==> config.mk <==
export PLATFORM = sky130hd
export DESIGN_NAME = smg_scan_module
export DESIGN_NICKNAME = d
export VERILOG_FILES = /design/src/rtl/smg_scan_module.sv
export SDC_FILE = /design/constraint.sdc
export NUM_CORES = 1
export LEC_CHECK = 0
export ABC_AREA = 1
export CORE_UTILIZATION = 50
export CTS_CLUSTER_SIZE = 40
export DETAILED_ROUTE_END_ITERATION = 10
export GPL_TIMING_DRIVEN = 0
export PLACE_DENSITY = 0.75
export SLEW_MARGIN = 5
export SYNTH_ARGS = -nofsm -noshare
export SYNTH_HDL_FRONTEND = slang
export SYNTH_SLANG_ARGS = --single-unit
==> constraint.sdc <==
create_clock -name CLK -period 1.9 [get_ports CLK]
set_input_delay 0.38 -clock CLK [delete_from_list [all_inputs] [get_ports CLK]]
set_output_delay 0.38 -clock CLK [all_outputs]
set_load 0.05 [all_outputs]
==> src/rtl/smg_scan_module.sv <==
// Two-digit seven-segment scanner: time-multiplexes latched ten/one patterns onto a
// shared active-low segment bus, with dark gaps between digits and optional leading-zero blanking.
module smg_scan_module #(
    parameter int T_DIGIT = 50000,
    parameter int T_BLANK = 500,
    parameter int CNT_W   = 16
) (
    input  logic       CLK,
    input  logic       RSTn,
    input  logic [7:0] Ten_SMG_Data,
    input  logic [7:0] One_SMG_Data,
    input  logic       Scan_En,
    input  logic       LZ_En,
    output logic [7:0] SMG_Data,
    output logic [1:0] Scan_Sig,
    output logic       Frame_Done
);

    typedef enum logic [2:0] {
        IDLE      = 3'd0,
        TEN_ON    = 3'd1,
        TEN_BLANK = 3'd2,
        ONE_ON    = 3'd3,
        ONE_BLANK = 3'd4
    } state_t;

    localparam logic             HAS_BLANK = (T_BLANK > 0);
    localparam logic [CNT_W-1:0] DIG_LAST  = CNT_W'(T_DIGIT - 1);
    localparam logic [CNT_W-1:0] BLK_LAST  = CNT_W'((T_BLANK > 0) ? (T_BLANK - 1) : 0);
    localparam logic [CNT_W-1:0] CNT_ONE   = CNT_W'(1);

    localparam logic [7:0] SEG_DARK  = 8'hFF;
    localparam logic [7:0] GLYPH_0   = 8'hC0;
    localparam logic [1:0] SEL_NONE  = 2'b11;
    localparam logic [1:0] SEL_TEN   = 2'b01;
    localparam logic [1:0] SEL_ONE   = 2'b10;

    function automatic logic is_lead_zero(input logic [7:0] pat);
        return (pat == GLYPH_0);
    endfunction

    state_t           state_q, state_d;
    logic [CNT_W-1:0] cnt_q, cnt_d;
    logic [7:0]       ten_q, ten_d;
    logic [7:0]       one_q, one_d;
    logic [7:0]       smg_q, smg_d;
    logic [1:0]       scan_q, scan_d;
    logic             done_q, done_d;
    logic             frame_end_s;

    // Next state, dwell counter and shadow loads
    always_comb begin
        state_d     = state_q;
        cnt_d       = cnt_q + CNT_ONE;
        ten_d       = ten_q;
        one_d       = one_q;
        frame_end_s = 1'b0;
        case (state_q)
            IDLE: begin
                cnt_d = '0;
                if (Scan_En) begin
                    state_d = TEN_ON;
                    ten_d   = Ten_SMG_Data;
                    one_d   = One_SMG_Data;
                end else begin
                    state_d = IDLE;
                end
            end
            TEN_ON: begin
                if (cnt_q == DIG_LAST) begin
                    cnt_d   = '0;
                    state_d = HAS_BLANK ? TEN_BLANK : ONE_ON;
                end else begin
                    state_d = TEN_ON;
                end
            end
            TEN_BLANK: begin
                if (cnt_q == BLK_LAST) begin
                    cnt_d   = '0;
                    state_d = ONE_ON;
                end else begin
                    state_d = TEN_BLANK;
                end
            end
            ONE_ON: begin
                if (cnt_q == DIG_LAST) begin
                    cnt_d = '0;
                    if (HAS_BLANK) begin
                        state_d = ONE_BLANK;
                    end else begin
                        frame_end_s = 1'b1;
                    end
                end else begin
                    state_d = ONE_ON;
                end
            end
            ONE_BLANK: begin
                if (cnt_q == BLK_LAST) begin
                    cnt_d       = '0;
                    frame_end_s = 1'b1;
                end else begin
                    state_d = ONE_BLANK;
                end
            end
            default: begin
                state_d = IDLE;
                cnt_d   = '0;
            end
        endcase

        // Scan_En is only honoured here and in IDLE, so a frame always completes
        if (frame_end_s) begin
            if (Scan_En) begin
                state_d = TEN_ON;
                ten_d   = Ten_SMG_Data;
                one_d   = One_SMG_Data;
            end else begin
                state_d = IDLE;
            end
        end else begin
            state_d = state_d;
        end
    end

    // Output values for the state being entered, so registered outputs track the state
    always_comb begin
        smg_d  = SEG_DARK;
        scan_d = SEL_NONE;
        done_d = 1'b0;
        case (state_d)
            TEN_ON: begin
                if (LZ_En && is_lead_zero(ten_d)) begin
                    smg_d  = SEG_DARK;
                    scan_d = SEL_NONE;
                end else begin
                    smg_d  = ten_d;
                    scan_d = SEL_TEN;
                end
            end
            ONE_ON: begin
                smg_d  = one_d;
                scan_d = SEL_ONE;
                if (!HAS_BLANK && (cnt_d == DIG_LAST)) begin
                    done_d = 1'b1;
                end else begin
                    done_d = 1'b0;
                end
            end
            ONE_BLANK: begin
                if (cnt_d == BLK_LAST) begin
                    done_d = 1'b1;
                end else begin
                    done_d = 1'b0;
                end
            end
            default: begin
                smg_d  = SEG_DARK;
                scan_d = SEL_NONE;
                done_d = 1'b0;
            end
        endcase
    end

    // State, counter, shadows and outputs with synchronous active-low reset
    always_ff @(posedge CLK) begin
        if (!RSTn) begin
            state_q <= IDLE;
            cnt_q   <= '0;
            ten_q   <= SEG_DARK;
            one_q   <= SEG_DARK;
            smg_q   <= SEG_DARK;
            scan_q  <= SEL_NONE;
            done_q  <= 1'b0;
        end else begin
            state_q <= state_d;
            cnt_q   <= cnt_d;
            ten_q   <= ten_d;
            one_q   <= one_d;
            smg_q   <= smg_d;
            scan_q  <= scan_d;
            done_q  <= done_d;
        end
    end

    assign SMG_Data   = smg_q;
    assign Scan_Sig   = scan_q;
    assign Frame_Done = done_q;

endmodule

==> metrics.txt <==
status complete, no violations; Hold Path End cnt_q[0]; CP Class flop to flop; post-synth top area share between 30% and 40%; clock buffer count from CTS 5; FP Rows 26; r2r setup slk 0.07 ns; Post-Route WL 6010 um; post-synthesis async set-or-reset flop share 0%; slew margin rel. 65.6%; unrepaired setup endpoints after global routing true; final setup fails 0; post-DP HPWL about 4300 um; worst hold path class flop to flop; routed len/inst 11.9 um; Netlist Area Pre-Place 2720 um^2; maxcap violations 0; nets 454; clock skew 0.00836 ns; Post-Synth Simple-Gate Area 45.3%; Worst-Margin Slew 0.514 ns; Sw Pwr 657 uW; Die H 75.7 um; Crit Path Max Fanout 9; GPL Wtd Cong about 0.9; post-route setup slack 0.0738 ns; Synth Area in Adders less than 1%; Die Wd ~76 um; Layout area overhead 25.0%; clock-pin slew on the worst setup and hold paths 0.09 ns; initial antenna violation count 0; mux share of post-synthesis cell area 0%; area fraction in compound gates after synthesis just over 8%; Startpoint Class flop; Switching Fraction 29.1%; #FFs+latches synth 46; Fin. Hold Viols 0; Syn Inst Count 388; Post-Syn Nets 409; Register Area a little over 900 um^2; post-route ant nets 0; CP Data Required Time 2.15 ns; # diodes 0; share of layout cells above drive strength 1 22.1%; Max Buffers Root-to-Sink 2; # DRC 0; combinational group share of total power 21.4%; CTS Root Cell clkbuf_8; die area 5730 um^2; static leakage 1.57 nW; synth cell count leaders 103 x nand2_1, 50 x inv_1, 46 x dfxtp_1, 31 x nor2_1, 24 x nand3_1; # fillers 434; critical path endpoint category flop; P_int 1.60 mW; largest family of logic cells by synthesized area simple AND/OR/NAND/NOR gates; dominant synthesized flop cell dfxtp_1; hold buffers post-CTS 0; drt pass-1 iters 4; Core Util, Final 65.7%; htree depth 2; worst hold start cnt_q[0]; R2R cell count 11; GRT Util Overall 22.1%; Multi-input gate area approximately 1600 um^2; Min-Delay Path Depth 1; worst hold slack ~0.45 ns; DR iter-0 viols 156; clock share of power around 33%; Power Total ~2.3 mW; register area share after synthesis between 30% and 40%; Sink Count 46; number of enable flip-flop cells after synthesis 0; Vias around 2500; vias in the first global route between 2000 and 2500; latest clock arrival within the worst-skew pair 0.30 ns; cell taking the most area after synthesis dfxtp_1; fin. max-slew vios 0; first-pass GRT wire length 9570 um; Arr. time, crit path 2.08 ns; largest net degree at the start of global routing 15; synth unique cells 35; Reg-to-Reg Start cnt_q[8]; Synth area leaders dfxtp_1 34%, nand2_1 14%, inv_1 6.9%, nor2_8 5.2%, nand3_1 4.4%; Via density a little under 5; power density over the cells 665 nW/um^2; Yosys Warn Count 0; Reg power frac 45.7%; Initial Util a little over half; FMAX 548 MHz; Ports 31; Synth Area per Inst 7.00 um^2; Port Buf Inserts 29; Final min period around 1.8 ns; count leader, synth nand2_1; Post-Synth XOR/XNOR Area 2.26%; GRT overflow 0; Setup Slack @ Placement -0.135 ns; Core Box Area between 5000 and 6000 um^2; Peak VDD IR 0.596 mV; worst flop-to-flop path endpoint SMG_Data[6]; CTS tree built; period utilisation layout 96.1%
[cell families (layout without fill, tap and decap cells)]
kind of cell / count (synthesis) / count (layout)
flops: 46 / 46
buf+inv: 67 / 113
fa+ha+maj: 1 / 1
compound gates: 38 / 38
xor+xnor: 7 / 7
simple gates: 229 / 229
[worst max-delay path by stage]
stage / startpoint / to / slack, ns / cells past startpoint
3_3_place_gp: cnt_q[0] / SMG_Data[5] / -0.08 / 11
6_report: cnt_q[8] / SMG_Data[6] / 0.07 / 11
5_1_grt: cnt_q[0] / SMG_Data[4] / -0.002 / 11
2_1_floorplan: cnt_q[0] / SMG_Data[1] / 0.11 / 11
3_5_place_dp: cnt_q[0] / SMG_Data[5] / -0.13 / 11
4_1_cts: cnt_q[0] / Frame_Done / -0.005 / 12
[layout make-up]
type                            instances  share of cell area, %
Timing Repair Buffer                   38                   10.9
Inverter                               60                   6.63
Clock buffer                            6                   2.14
Clock inverter                          2                   1.11
Buffer                                  7                   1.47
Tap cell                               70                   2.58
Multi-Input combinational cell        275                   47.7
Sequential cell                        46                   27.5
[state kept, by name, summed over array words and instances (netlist names)]
register,cells
ten_q,8
cnt_q,16
state_q,3
one_q,8
SMG_Data,8
Frame_Done,1
Scan_Sig,2
[stage by stage]
| step | TNS [ns] | std cells | area (um^2) |
|---|---|---|---|
| floorplan | 0 | 388 | 2720 |
| global placement | -0.734 | 487 | 3100 |
| detailed placement | -1.35 | 487 | 3100 |
| CTS | -0.00545 | 501 | 3280 |
| global route | -0.00156 | 504 | 3400 |
| finish | 0 | 504 | 3400 |
[power groups by stage]
stage | registers (mW) | logic (mW) | clock network, mW
after CTS | 1.03 | 0.474 | 0.745
after detailed placement | 1.05 | 0.454 | 0
after global routing | 1.04 | 0.536 | 0.790
after floorplan | 1.12 | 0.261 | 0
after global placement | 1.05 | 0.452 | 0
final | 1.03 | 0.484 | 0.743
[routing by layer]
layer	wire length (um)	share of wire, %	GRT usage (%)
met1	2960	49	29.9
met2	2790	47	36.1
met3	194	3.2	3.57
met4	55	0.92	7.20
met5	0	0	0
[worst max-delay path, cell delays in order, from the launching register on]
cell	delay (ns)
dfxtp_1	0.34
buf_6	0.13
nand2_2	0.07
inv_2	0.08
nand2_1	0.10
nor3_2	0.20
a21boi_1	0.15
nor2_4	0.20
inv_2	0.10
nor2_8	0.18
nand3_1	0.13
nand3_1	0.08
[layout by cell type, fill, tap and decap left out, types with 7 or more instances in the layout]
cell type	instances
inv_2	11
nand3_1	21
dfxtp_2	7
nor2_8	7
nand2_2	19
inv_1	49
nand2_1	98
o21ai_0	15
nand4_1	13
clkdlybuf4s50_1	29
dfxtp_1	38
nor2_4	7
or2_1	8
buf_4	8
o21ai_1	11
nor2_1	27
[what timing repair did]
action / in CTS / in global routing
resized for setup: 4 / 31
endpoints found under the setup margin: 28 / 30
pin swaps: 3 / 9
buffers inserted: 6 / 3
cloned: 0 / 0
hold endpoints to repair: 0 / 0
(Power assumes the default switching activity.)
